--- config.mk ---
export PLATFORM = sky130hd
export DESIGN_NAME = apb_master_arb_flat
export DESIGN_NICKNAME = d
export VERILOG_FILES = /design/src/rtl/apb_arb_pkg.sv /design/src/rtl/apb_master_arb_if.sv /design/src/rtl/rr_arb2.sv /design/src/rtl/apb_master_arb.sv /design/src/flat_wrapper.sv
export SDC_FILE = /design/constraint.sdc
export NUM_CORES = 1
export LEC_CHECK = 0
export BUFFER_PORTS_ARGS = -buffer_cell sky130_fd_sc_hd__buf_2
export CORE_AREA = 2 2 121 123
export DETAILED_ROUTE_END_ITERATION = 16
export DIE_AREA = 0 0 123 125
export GPL_ROUTABILITY_DRIVEN = 0
export PLACE_DENSITY_LB_ADDON = 0.3
export REMOVE_ABC_BUFFERS = 1
export SETUP_SLACK_MARGIN = 0.15
export SLEW_MARGIN = 5
export SYNTH_ARGS = -nofsm -noshare
export SYNTH_HDL_FRONTEND = slang
export SYNTH_SLANG_ARGS = --single-unit
--- constraint.sdc ---
create_clock -name clk -period 3.6 [get_ports clk]
set_clock_uncertainty 0.05 [all_clocks]
set_input_delay 0.36 -clock clk [delete_from_list [all_inputs] [get_ports clk]]
set_output_delay 0.36 -clock clk [all_outputs]
set_load 0.01 [all_outputs]
--- src/rtl/apb_arb_pkg.sv ---
// Shared types for the two-master APB arbiter: FSM states and grant encoding.
package apb_arb_pkg;

    typedef enum logic [1:0] {
        IDLE   = 2'd0,
        SETUP  = 2'd1,
        ACCESS = 2'd2
    } arb_state_t;

    localparam logic GNT_M0 = 1'b0;
    localparam logic GNT_M1 = 1'b1;

    function automatic logic in_transfer(arb_state_t s);
        return (s == SETUP) || (s == ACCESS);
    endfunction

endpackage

--- src/rtl/apb_master_arb_if.sv ---
// APB bundle used on both sides of the arbiter. Upstream masters connect through
// the slave modport, and the downstream fabric connects through the master modport.
interface apb_master_arb_if #(
    parameter int ADDR_WIDTH = 32,
    parameter int DATA_WIDTH = 32
);
    logic [ADDR_WIDTH-1:0] paddr;
    logic [DATA_WIDTH-1:0] pdata;
    logic                  pwrite;
    logic [3:0]            pstb;
    logic                  psel;
    logic                  penable;
    logic [DATA_WIDTH-1:0] prdata;
    logic                  pready;
    logic                  perr;

    modport master (
        output paddr, pdata, pwrite, pstb, psel, penable,
        input  prdata, pready, perr
    );

    // Upstream penable is deliberately absent: psel alone is the request.
    modport slave (
        input  paddr, pdata, pwrite, pstb, psel,
        output prdata, pready, perr
    );
endinterface

--- src/rtl/rr_arb2.sv ---
// Combinational two-way round-robin picker: on a tie, the master not granted last time wins.
module rr_arb2
    import apb_arb_pkg::*;
(
    input  logic [1:0] req_i,
    input  logic       last_i,
    output logic       valid_o,
    output logic       winner_o
);

    assign valid_o  = |req_i;
    assign winner_o = (&req_i) ? ((last_i == GNT_M0) ? GNT_M1 : GNT_M0)
                               : (req_i[1] ? GNT_M1 : GNT_M0);

endmodule

--- src/rtl/apb_master_arb.sv ---
// Two-master APB arbiter driving one downstream APB port with a clean SETUP/ACCESS.
// Optional ACCESS watchdog enabled by defining APB_ARB_TIMEOUT_EN.
//
// state  | meaning
// IDLE   | no transfer; arbitrate among requesting masters
// SETUP  | psel=1, penable=0 for the granted master
// ACCESS | psel=1, penable=1; wait for downstream pready (or watchdog)
module apb_master_arb
    import apb_arb_pkg::*;
#(
    parameter int ADDR_WIDTH = 32,
    parameter int DATA_WIDTH = 32
`ifdef APB_ARB_TIMEOUT_EN
    ,parameter int TIMEOUT_CYCLES = 255
`endif
)(
    input  logic             clk,
    input  logic             APB_PRESETn,
    apb_master_arb_if.slave  m0_if,
    apb_master_arb_if.slave  m1_if,
    apb_master_arb_if.master apb_if
);

    arb_state_t state_q;
    logic       grant_q;
    logic       last_q;
    logic       psel_q;
    logic       penable_q;

    logic       arb_valid;
    logic       arb_winner;
    logic       timeout_hit;
    logic       done;
    logic       err_rsp;

    logic [ADDR_WIDTH-1:0] sel_addr;
    logic [DATA_WIDTH-1:0] sel_data;
    logic                  sel_write;
    logic [3:0]            sel_stb;

    rr_arb2 u_rr_arb2 (
        .req_i    ({m1_if.psel, m0_if.psel}),
        .last_i   (last_q),
        .valid_o  (arb_valid),
        .winner_o (arb_winner)
    );

`ifdef APB_ARB_TIMEOUT_EN
    localparam int              CNT_W    = $clog2(TIMEOUT_CYCLES + 1);
    localparam logic [CNT_W-1:0] CNT_LOAD = CNT_W'(TIMEOUT_CYCLES - 1);

    // Down-counter loaded in SETUP; terminal count on the last allowed ACCESS cycle.
    logic [CNT_W-1:0] cnt_q;
    logic [CNT_W-1:0] cnt_d;

    always_comb begin
        cnt_d = cnt_q;
        if (state_q == SETUP) begin
            cnt_d = CNT_LOAD;
        end else if ((state_q == ACCESS) && !apb_if.pready && (cnt_q != '0)) begin
            cnt_d = cnt_q - CNT_W'(1);
        end
    end

    always_ff @(posedge clk or negedge APB_PRESETn) begin
        if (!APB_PRESETn) begin
            cnt_q <= '0;
        end else begin
            cnt_q <= cnt_d;
        end
    end

    assign timeout_hit = (state_q == ACCESS) && !apb_if.pready && (cnt_q == '0);
`else
    assign timeout_hit = 1'b0;
`endif

    assign done    = (state_q == ACCESS) && (apb_if.pready || timeout_hit);
    assign err_rsp = apb_if.pready ? apb_if.perr : 1'b1;

    always_ff @(posedge clk or negedge APB_PRESETn) begin
        if (!APB_PRESETn) begin
            state_q   <= IDLE;
            grant_q   <= GNT_M0;
            last_q    <= GNT_M1;
            psel_q    <= 1'b0;
            penable_q <= 1'b0;
        end else begin
            case (state_q)
                IDLE: begin
                    if (arb_valid) begin
                        grant_q <= arb_winner;
                        last_q  <= arb_winner;
                        psel_q  <= 1'b1;
                        state_q <= SETUP;
                    end
                end
                SETUP: begin
                    penable_q <= 1'b1;
                    state_q   <= ACCESS;
                end
                ACCESS: begin
                    if (done) begin
                        psel_q    <= 1'b0;
                        penable_q <= 1'b0;
                        state_q   <= IDLE;
                    end
                end
                default: begin
                    psel_q    <= 1'b0;
                    penable_q <= 1'b0;
                    state_q   <= IDLE;
                end
            endcase
        end
    end

    always_comb begin
        sel_addr  = '0;
        sel_data  = '0;
        sel_write = 1'b0;
        sel_stb   = 4'b0000;
        if (in_transfer(state_q)) begin
            if (grant_q == GNT_M1) begin
                sel_addr  = m1_if.paddr;
                sel_data  = m1_if.pdata;
                sel_write = m1_if.pwrite;
                sel_stb   = m1_if.pstb;
            end else begin
                sel_addr  = m0_if.paddr;
                sel_data  = m0_if.pdata;
                sel_write = m0_if.pwrite;
                sel_stb   = m0_if.pstb;
            end
        end
    end

    assign apb_if.paddr   = sel_addr;
    assign apb_if.pdata   = sel_data;
    assign apb_if.pwrite  = sel_write;
    assign apb_if.pstb    = sel_stb;
    assign apb_if.psel    = psel_q;
    assign apb_if.penable = penable_q;

    // Read data is broadcast; only the granted master ever sees pready/perr.
    assign m0_if.prdata = apb_if.prdata;
    assign m1_if.prdata = apb_if.prdata;
    assign m0_if.pready = done && (grant_q == GNT_M0);
    assign m1_if.pready = done && (grant_q == GNT_M1);
    assign m0_if.perr   = done && (grant_q == GNT_M0) && err_rsp;
    assign m1_if.perr   = done && (grant_q == GNT_M1) && err_rsp;

endmodule

--- src/flat_wrapper.sv ---
// flat-port wrapper written by rule: the top's interface ports become plain ports
module apb_master_arb_flat import apb_arb_pkg::*;
#(
    parameter int ADDR_WIDTH = 32,
    parameter int DATA_WIDTH = 32

)
  (clk, APB_PRESETn, m0_if_paddr, m0_if_pdata, m0_if_pwrite, m0_if_pstb, m0_if_psel, m0_if_prdata, m0_if_pready, m0_if_perr, m1_if_paddr, m1_if_pdata, m1_if_pwrite, m1_if_pstb, m1_if_psel, m1_if_prdata, m1_if_pready, m1_if_perr, apb_if_paddr, apb_if_pdata, apb_if_pwrite, apb_if_pstb, apb_if_psel, apb_if_penable, apb_if_prdata, apb_if_pready, apb_if_perr);
  apb_master_arb_if #(.ADDR_WIDTH(ADDR_WIDTH), .DATA_WIDTH(DATA_WIDTH)) m0_if_i ();
  apb_master_arb_if #(.ADDR_WIDTH(ADDR_WIDTH), .DATA_WIDTH(DATA_WIDTH)) m1_if_i ();
  apb_master_arb_if #(.ADDR_WIDTH(ADDR_WIDTH), .DATA_WIDTH(DATA_WIDTH)) apb_if_i ();
  input  logic clk;
  input  logic APB_PRESETn;
  input wire logic [$bits(m0_if_i.paddr)-1:0] m0_if_paddr;
  input wire logic [$bits(m0_if_i.pdata)-1:0] m0_if_pdata;
  input wire logic [$bits(m0_if_i.pwrite)-1:0] m0_if_pwrite;
  input wire logic [$bits(m0_if_i.pstb)-1:0] m0_if_pstb;
  input wire logic [$bits(m0_if_i.psel)-1:0] m0_if_psel;
  output wire logic [$bits(m0_if_i.prdata)-1:0] m0_if_prdata;
  output wire logic [$bits(m0_if_i.pready)-1:0] m0_if_pready;
  output wire logic [$bits(m0_if_i.perr)-1:0] m0_if_perr;
  input wire logic [$bits(m1_if_i.paddr)-1:0] m1_if_paddr;
  input wire logic [$bits(m1_if_i.pdata)-1:0] m1_if_pdata;
  input wire logic [$bits(m1_if_i.pwrite)-1:0] m1_if_pwrite;
  input wire logic [$bits(m1_if_i.pstb)-1:0] m1_if_pstb;
  input wire logic [$bits(m1_if_i.psel)-1:0] m1_if_psel;
  output wire logic [$bits(m1_if_i.prdata)-1:0] m1_if_prdata;
  output wire logic [$bits(m1_if_i.pready)-1:0] m1_if_pready;
  output wire logic [$bits(m1_if_i.perr)-1:0] m1_if_perr;
  output wire logic [$bits(apb_if_i.paddr)-1:0] apb_if_paddr;
  output wire logic [$bits(apb_if_i.pdata)-1:0] apb_if_pdata;
  output wire logic [$bits(apb_if_i.pwrite)-1:0] apb_if_pwrite;
  output wire logic [$bits(apb_if_i.pstb)-1:0] apb_if_pstb;
  output wire logic [$bits(apb_if_i.psel)-1:0] apb_if_psel;
  output wire logic [$bits(apb_if_i.penable)-1:0] apb_if_penable;
  input wire logic [$bits(apb_if_i.prdata)-1:0] apb_if_prdata;
  input wire logic [$bits(apb_if_i.pready)-1:0] apb_if_pready;
  input wire logic [$bits(apb_if_i.perr)-1:0] apb_if_perr;
  assign m0_if_i.paddr = m0_if_paddr;
  assign m0_if_i.pdata = m0_if_pdata;
  assign m0_if_i.pwrite = m0_if_pwrite;
  assign m0_if_i.pstb = m0_if_pstb;
  assign m0_if_i.psel = m0_if_psel;
  assign m0_if_prdata = m0_if_i.prdata;
  assign m0_if_pready = m0_if_i.pready;
  assign m0_if_perr = m0_if_i.perr;
  assign m1_if_i.paddr = m1_if_paddr;
  assign m1_if_i.pdata = m1_if_pdata;
  assign m1_if_i.pwrite = m1_if_pwrite;
  assign m1_if_i.pstb = m1_if_pstb;
  assign m1_if_i.psel = m1_if_psel;
  assign m1_if_prdata = m1_if_i.prdata;
  assign m1_if_pready = m1_if_i.pready;
  assign m1_if_perr = m1_if_i.perr;
  assign apb_if_paddr = apb_if_i.paddr;
  assign apb_if_pdata = apb_if_i.pdata;
  assign apb_if_pwrite = apb_if_i.pwrite;
  assign apb_if_pstb = apb_if_i.pstb;
  assign apb_if_psel = apb_if_i.psel;
  assign apb_if_penable = apb_if_i.penable;
  assign apb_if_i.prdata = apb_if_prdata;
  assign apb_if_i.pready = apb_if_pready;
  assign apb_if_i.perr = apb_if_perr;
  apb_master_arb #(.ADDR_WIDTH(ADDR_WIDTH), .DATA_WIDTH(DATA_WIDTH)) u_core (.clk(clk), .APB_PRESETn(APB_PRESETn), .m0_if(m0_if_i), .m1_if(m1_if_i), .apb_if(apb_if_i));
endmodule
==> results of run 1 <==
[state kept, by name (all words and copies together) (netlist names)]
signal,cells
u_core.apb_if.penable,1
u_core.apb_if.psel,1
u_core.grant_q,1
u_core.last_q,1
u_core.state_q,2
[repair_timing]
action                                  4_1_cts  5_1_grt
hold buffers                                  1        0
resized for setup                             0        0
endpoints found under the hold margin         5        0
setup buffers                                 0        0
endpoints found under the setup margin        0        0
[metal layers]
metal / up-vias / GRT usage / part of all wire
met5: - / 0.0493 / 0.011
met4: 2 / 0.0120 / 0.0030
met3: 6 / 0.122 / 0.23
met2: 190 / 0.167 / 0.42
met1: 981 / 0.110 / 0.33
li1: 1046 / - / -
[cell families (layout without fill, tap and decap cells)]
group,count (synthesis),in the layout
buf+inv,81,227
flops,6,6
simple gates,80,80
fa+ha+maj,3,3
mux,71,71
compound gates,6,6
[power by group]
group	switching (W)	internal, W
registers	0.000126	0.000108
logic	0.000943	0.00102
clock network	0.0000409	0.000147
total	0.00111	0.00127
[final timing paths]
path	slack (ns)	endpoint
worst max-delay path	1.07	apb_if_pdata[2]
worst min-delay path	0.29	u_core.last_q
worst max register to register	2.13	u_core.apb_if.penable
worst min register to register	0.45	u_core.apb_if.penable
max in group asynchronous	2.82	u_core.last_q
min in group asynchronous	0.45	u_core.apb_if.psel
[placed cells by master (no fill, tap or decap)]
master	instances
a21oi_1	1
a21oi_2	1
a31oi_1	1
a32o_1	1
and3_1	1
and3b_1	1
and4_1	1
and4b_1	1
buf_12	2
buf_2	218
clkbuf_1	1
clkbuf_16	3
dfrtp_1	4
dfrtp_4	1
dfstp_2	1
dlygate4sd3_1	1
ha_1	3
inv_1	2
mux2_4	2
mux2i_1	69
nand2_1	2
nor2_1	1
nor2_2	1
nor2b_1	70
nor2b_4	1
nor3_1	1
o21ai_1	1
o32a_1	1
[critical path, cell delays in order (launching register included)]
cell	delay (ns)
dfrtp_1	0.36
inv_1	0.07
ha_1	0.87
buf_12	0.27
nor2b_1	0.15
buf_2	0.14
[area by class of cell]
class | count | area (um2) | area share
multi-input combinational | 160 | 1310 | 0.448
sequential | 6 | 155 | 0.0531
inverter | 2 | 7.51 | 0.00257
timing repair buffer | 221 | 1140 | 0.390
tap | 184 | 230 | 0.0787
clock buffer | 4 | 78.8 | 0.0270
[metrics by stage]
step	hold WS [ns]	total power (W)	util
CTS	0.291	0.00243	0.206
global route	0.300	0.00258	0.206
floorplan	0.0144	0.00149	-
global placement	0.148	0.00220	0.200
finish	0.292	0.00238	0.206
detailed placement	0.145	0.00223	0.200
==> flow_metrics.tcl, run 1 <==
set metrics [dict create \
    syn-mean-instance-area_um2 8.57 \
    seq_area_frac_synth 0.0716 \
    p_leak_nw 1.69 \
    r2r_start "u_core.state_q[0]" \
    fin_crit_sh 0.702 \
    vias 2225 \
    worstSetupEndpointType "primary output" \
    cellPowerDensity_nw_per_um2 814 \
    gr-total-overflow 0 \
    yosysWarnings 0 \
    path_max_fanout 38 \
    die-area_um2 15400 \
    antenna_found_initial 0 \
    final_antenna_net_count 0 \
    post_synth_fa_ha_maj_area_fraction 0.0177 \
    syn-cell-area_um2 2120 \
    clock-sinks 6 \
    diodes 0 \
    viasPerCell 3.86 \
    setup_slack_ns 1.07 \
    critPathKind "flop to primary output" \
    num_rows 44 \
    yosysTopAreaCellShare 0.326 \
    port_buffers 218 \
    setup_viol 0 \
    drive_above_1_share 0.585 \
    fin_cells 577 \
    synth_mux_area_frac 0.341 \
    drt_iter0_markers 71 \
    die_x_um 123 \
    htree_levels 1 \
    wl_mm 9.61 \
    status "completed" \
    tns_ns 0 \
    slew_headroom 0.407 \
    min_from "m0_if_psel" \
    clk-insertion-delay-late_ns 0.23 \
    rsz0062_at_grt "no" \
    cts_root_buffer "clkbuf_16" \
    grt.total_usage 0.113 \
    cp.arrival_ns 2.12 \
    path_clk_slew_ns 0.04 \
    numCtsBuffers 3 \
    fmax_mhz 396 \
    hold_depth 2 \
    initial_core_util 0.149 \
    final-hold-violation-count 0 \
    cts_tree "yes" \
    drc 0 \
    grt_pass1_wl_mm 12.9 \
    holdCritPathClass "input port to flop" \
    peakVddDrop_v 0.000225 \
    nets 573 \
    postSynthCellCount 247 \
    fin_area_um2 2920 \
    placed_cells 572 \
    synth-main-ff-cell "dfrtp_1" \
    grt_start_max_net_pins 42 \
    dpl_worst_slack_ns 1.26 \
    synthDistinctLibCells 28 \
    yosysMostFrequentCell "nor2b_1" \
    synth_edf_count 0 \
    report.final.slew_viol_count 0 \
    die_h_um 125 \
    synthTopCellsByCount "nor2b_1 (70), mux2i_1 (69), buf_4 (64), buf_12 (6)" \
    fin_crit_ns 2.53 \
    place_area_um2 2840 \
    synthTopCellsByArea "mux2i_1 (33%), buf_4 (23%), nor2b_1 (21%), dfrtp_1 (5.9%), buf_12 (5.7%)" \
    first_pass_iters 4 \
    grt_pass1_vias 2174 \
    timing.critical_path.from "u_core.state_q[1]" \
    worst_setup_path_start_kind "flop" \
    synthToLayoutAreaGrowth_pct 38.2 \
    synth_top_area_cell "mux2i_1" \
    worstMarginPinSlew_ns 0.890 \
    core_area_um2 14200 \
    synth_xor_area_frac 0 \
    r2r_cells 5 \
    synth_top_family_by_area "multiplexers" \
    dp_hpwl_mm 8.45 \
    pin_count 315 \
    synth_compound_gate_area_share 0.0213 \
    yosys.area_share.simple 0.240 \
    async_reset_ff_frac 1.00 \
    wire_per_inst_um 16.6 \
    ys_ff_latch 6 \
    fill_cells 1648 \
    cts_buffer_depth 2 \
    cp.required_ns 3.19 \
    cap_viol_max_count 0 \
]
(Power assumes the default switching activity.)
==> run 2: changes to the inputs <==
- CORE_AREA: 2 2 121 123 -> 2 2 124 126
- DIE_AREA: 0 0 123 125 -> 0 0 126 128
- clock period: 3.6 -> 2.05 ns (I/O delays scaled with it)
==> flow_metrics.tcl, run 2 (synthesis results as in run 1) <==
set metrics [dict create \
    die_x_um 126 \
    initial_core_util 0.142 \
    busiest_layer "met2" \
    cts_tree "yes" \
    drt_iter0_markers 62 \
    cp.arrival_ns 1.55 \
    first_pass_iters 4 \
    dp_hpwl_mm 8.23 \
    die-area_um2 16100 \
    holdCritPathClass "input port to flop" \
    layout_commonest_cell "buf_2" \
    grtUsageMet2 0.155 \
    num_rows 45 \
    setup_viol 0 \
    place_area_um2 2840 \
    min_from "m0_if_psel" \
    use_met1 0.106 \
    drc 0 \
    numCtsBuffers 3 \
    path_max_fanout 31 \
    cts_buffer_depth 2 \
    status "completed" \
    worstPathCellList "inv_1, ha_1, buf_6, nor2b_1, buf_2" \
    critPathKind "flop to primary output" \
    hold_depth 2 \
    largest_reg_flops 2 \
    r2r_cells 5 \
    fin_cells 583 \
    path_clk_slew_ns 0.03 \
    final-hold-violation-count 0 \
    cts_root_buffer "clkbuf_16" \
    port_buffers 218 \
    htree_levels 1 \
    fin_area_um2 2970 \
    grt_start_max_net_pins 75 \
    postCtsSetupRepairBufs 0 \
    wire_per_inst_um 16.5 \
    pin_count 315 \
    gr-total-overflow 0 \
    report.final.slew_viol_count 0 \
    diodes 0 \
    cap_viol_max_count 0 \
    hold-worst-slack_ns 0.139 \
    final_antenna_net_count 0 \
    p_leak_nw 1.71 \
    cellPowerDensity_nw_per_um2 1430 \
    grt_pass1_vias 2068 \
    nets 575 \
    antenna_found_initial 0 \
    synthToLayoutAreaGrowth_pct 40.3 \
    cp_slowest_stage_delay_ns 0.36 \
    cp_slowest_cell "dfrtp_1" \
    vias 2183 \
    core_area_um2 14900 \
    worst_setup_path_start_kind "flop" \
    seq_area_um2 155 \
    wl_mm 9.64 \
    r2r_setup_slack_ns 0.58 \
    viasPerCell 3.74 \
    regMostFlops "u_core.state_q" \
    setup_slack_ns 0.242 \
    worstSetupEndpointType "primary output" \
    holdPathEnd "u_core.last_q" \
    worstMarginPinSlew_ns 0.289 \
    cp.required_ns 1.79 \
    r2r_start "u_core.state_q[0]" \
    r2r-end "u_core.state_q[1]" \
    grt_pass1_wl_mm 12.5 \
    fill_cells 1681 \
    use_met3 0.0981 \
    multi_input_area_um2 1310 \
    drive_above_1_share 0.587 \
    final_cell_mix "buf_2 (218), nor2b_1 (70), mux2i_1 (69)" \
    clock-sinks 6 \
    rsz0062_at_grt "yes" \
    peakVddDrop_v 0.000643 \
    dpl_worst_slack_ns 0.422 \
    die_h_um 128 \
    slew_headroom 0.807 \
    placed_cells 577 \
    fmax_mhz 553 \
    fin_crit_sh 0.882 \
    clk-insertion-delay-late_ns 0.22 \
    grt.total_usage 0.103 \
    fin_crit_ns 1.81 \
]
[run 2: cell count changes in the layout (fill, tap and decap cells not counted), sizes merged]
cell,delta
buf,+1
clkbuf,+1
[run 2: area by class of cell]
| class | instances | area share |
|---|---|---|
| clock buffer | 4 | 0.0266 |
| sequential | 6 | 0.0523 |
| multi-input combinational | 160 | 0.442 |
| timing repair buffer | 223 | 0.398 |
| inverter | 2 | 0.00253 |
| tap | 188 | 0.0793 |
[run 2: how the worst max path moves through the flow]
| stage | startpoint | slack, ns | cells after the start | endpoint |
|---|---|---|---|---|
| floorplan | u_core.grant_q | -1.07 | 1 | m1_if_perr |
| global placement | u_core.grant_q | 0.42 | 4 | apb_if_pstb[2] |
| detailed placement | u_core.grant_q | 0.42 | 4 | apb_if_pwrite |
| CTS | u_core.state_q[1] | 0.17 | 5 | apb_if_paddr[5] |
| global route | u_core.state_q[1] | 0.15 | 5 | apb_if_pstb[2] |
| finish | u_core.state_q[1] | 0.24 | 5 | apb_if_pstb[2] |
[run 2: worst max-delay path, delay by kind of cell (launching register included)]
kind / cells / cell delay [ns]
simple gates: 1 / 0.18
buf+inv: 3 / 0.45
fa+ha+maj: 1 / 0.34
flops: 1 / 0.36
[run 2: metal layers]
metal  part of all wire  vias up
li1                   -     1050
met1               0.34      949
met2               0.43      176
met3               0.21        6
met4             0.0056        2
met5             0.0086        -
[run 2: through the flow]
step | util | total power, W | setup TNS [ns]
floorplan | - | 0.00257 | -75.65
global placement | 0.191 | 0.00379 | 0
detailed placement | 0.191 | 0.00383 | 0
CTS | 0.197 | 0.00417 | 0
global route | 0.200 | 0.00460 | 0
finish | 0.200 | 0.00425 | 0
[run 2: power breakdown]
| part | total [W] | internal [W] | switching, W |
|---|---|---|---|
| Clock | 0.000324 | 0.000258 | 0.0000656 |
| Combinational | 0.00369 | 0.00184 | 0.00185 |
| Sequential | 0.000246 | 0.000193 | 0.0000532 |
[run 2: what timing repair did]
action,CTS,global route
endpoints found under the hold margin,6,0
setup endpoints to repair,0,42
resized for setup,0,4
hold buffers,1,0
==> run 3: changes to the inputs <==
- CORE_AREA: 2 2 124 126 -> 2 2 122 124
- DIE_AREA: 0 0 126 128 -> 0 0 124 126
- SYNTH_HIERARCHICAL: not set -> 1
==> flow_metrics.tcl, run 3 <==
set metrics [dict create \
    status "completed" \
    path_clk_slew_ns 0.03 \
    ys_ff_latch 6 \
    num_rows 44 \
    wire_per_inst_um 17.7 \
    setup_viol 0 \
    fin_cells 583 \
    async_reset_ff_frac 1.00 \
    use_met1 0.112 \
    syn-cell-area_um2 2090 \
    fin_crit_ns 1.80 \
    post_synth_fa_ha_maj_area_fraction 0.0239 \
    synth-main-ff-cell "dfrtp_1" \
    holdCritPathClass "input port to async pin" \
    slew_headroom 0.842 \
    cp.required_ns 1.79 \
    core_area_um2 14300 \
    fin_area_um2 3010 \
    syn-mean-instance-area_um2 8.45 \
    dp_hpwl_mm 8.81 \
    postSynthCellCount 248 \
    grt_start_max_net_pins 70 \
    grt_pass1_wl_mm 13.2 \
    final_antenna_net_count 0 \
    port_buffers 218 \
    peakVddDrop_v 0.000470 \
    drt_iter0_markers 66 \
    cts_root_buffer "clkbuf_16" \
    antenna_found_initial 0 \
    grt_pass1_vias 2148 \
    initial_core_util 0.146 \
    synth_edf_count 0 \
    synthTopCellsByArea "mux2i_1 (33%), buf_4 (23%), nor2b_1 (21%), dfrtp_1 (6.0%), buf_8 (4.3%)" \
    synthDistinctLibCells 25 \
    die-area_um2 15600 \
    die_x_um 124 \
    tns_ns 0 \
    fin_util 0.210 \
    synth_mux_area_frac 0.346 \
    yosysWarnings 6 \
    layout_commonest_cell "buf_2" \
    place_area_um2 2860 \
    critPathKind "flop to primary output" \
    fill_cells 1630 \
    cap_viol_max_count 0 \
    fin_crit_sh 0.876 \
    cp.arrival_ns 1.54 \
    largest_reg_flops 2 \
    final-hold-violation-count 0 \
    die_h_um 126 \
    drive_above_1_share 0.589 \
    synth_xor_area_frac 0 \
    seq_area_frac_synth 0.0723 \
    nets 580 \
    busiest_layer "met2" \
    synthTopCellsByCount "mux2i_1 (69), nor2b_1 (69), buf_4 (64), buf_8 (6)" \
    synthToLayoutAreaGrowth_pct 43.8 \
    regMostFlops "u_core/state_q" \
    final_cell_mix "buf_2 (218), mux2i_1 (69), nor2b_1 (69)" \
    total_power_w 0.00432 \
    cellPowerDensity_nw_per_um2 1430 \
    cts_buffer_depth 2 \
    p_leak_nw 1.67 \
    grt.total_usage 0.115 \
    path_max_fanout 35 \
    fmax_mhz 557 \
    drc 0 \
    gr-total-overflow 0 \
    htree_levels 1 \
    vias 2236 \
    wl_mm 10.3 \
    synth_top_area_cell "mux2i_1" \
    worstMarginPinSlew_ns 0.230 \
    worstSetupEndpointType "primary output" \
    yosys.area_share.simple 0.241 \
    worst_setup_path_start_kind "flop" \
    yosysTopAreaCellShare 0.330 \
    synth_compound_gate_area_share 0.0179 \
    use_met3 0.114 \
    cts_tree "yes" \
    diodes 0 \
    numCtsBuffers 3 \
    placed_cells 574 \
    viasPerCell 3.84 \
    synth_top_family_by_area "multiplexers" \
    rsz0062_at_grt "no" \
    clk-insertion-delay-late_ns 0.23 \
    report.final.slew_viol_count 0 \
    pin_count 315 \
    clock-sinks 6 \
    grtUsageMet2 0.176 \
    first_pass_iters 4 \
]
[run 3: layout make-up]
cell class                      instances  area, um2  area share
Tap cell                              184        230      0.0764
Timing Repair Buffer                  226       1210       0.401
Sequential cell                         6        155      0.0515
Multi-Input combinational cell        160       1330       0.441
Clock buffer                            4       78.8      0.0262
Inverter                                3       11.3     0.00374
[run 3: cells by family (layout without fill, tap and decap cells)]
group	after synthesis	after routing
AND/OR/NAND/NOR	79	79
flip-flops	6	6
adder cells (fa/ha/maj)	4	4
multiplexers	72	72
buffers and inverters	82	233
AO/OA/AOI/OAI	5	5
[run 3: stage by stage]
stage / hold WS [ns] / worst slack, ns
2_1_floorplan: -0.141 / -1.06
3_3_place_gp: -0.00923 / 0.376
3_5_place_dp: -0.00977 / 0.357
4_1_cts: 0.293 / 0.175
5_1_grt: 0.319 / 0.161
6_report: 0.289 / 0.255
[run 3: worst paths after layout]
| check | startpoint | endpoint | slack [ns] | cells past startpoint |
|---|---|---|---|---|
| worst min-delay path | APB_PRESETn | u_core/state_q[1] | 0.29 | 2 |
| worst min register to register | u_core/apb_if.penable | u_core/apb_if.penable | 0.45 | 1 |
| worst max register to register | u_core/state_q[0] | u_core/state_q[0] | 0.42 | 5 |
| max in group asynchronous | APB_PRESETn | u_core/last_q | 1.44 | 2 |
| worst max-delay path | u_core/state_q[0] | apb_if_paddr[18] | 0.25 | 5 |
| min in group clk | apb_if_prdata[10] | m1_if_prdata[10] | 0.36 | 0 |
[run 3: power by group]
part           internal [W]  total, W  leakage [nW]  switching [W]
Clock              0.000258  0.000326        0.0382      0.0000676
Combinational       0.00189   0.00377          1.56        0.00188
Sequential         0.000189  0.000232        0.0711      0.0000429
[run 3: worst max-delay path, stage by stage, from the launching register on]
cell and delay [ns]:
dfrtp_1 0.36, inv_1 0.11, ha_4 0.32, buf_12 0.18, nor2b_1 0.16, buf_2 0.14
[run 3: routing by layer]
metal / share of wire / wire (um)
met5: 0.0090 / 93
met4: 0.0024 / 25
met3: 0.23 / 2330
met2: 0.43 / 4480
met1: 0.33 / 3370
[run 3: what timing repair did]
action	CTS	global route
endpoints found under the hold margin	6	0
pin swaps	0	0
setup buffers	3	0
cloned	0	1
endpoints found under the setup margin	1	67
hold buffers	1	0
resized for setup	0	2
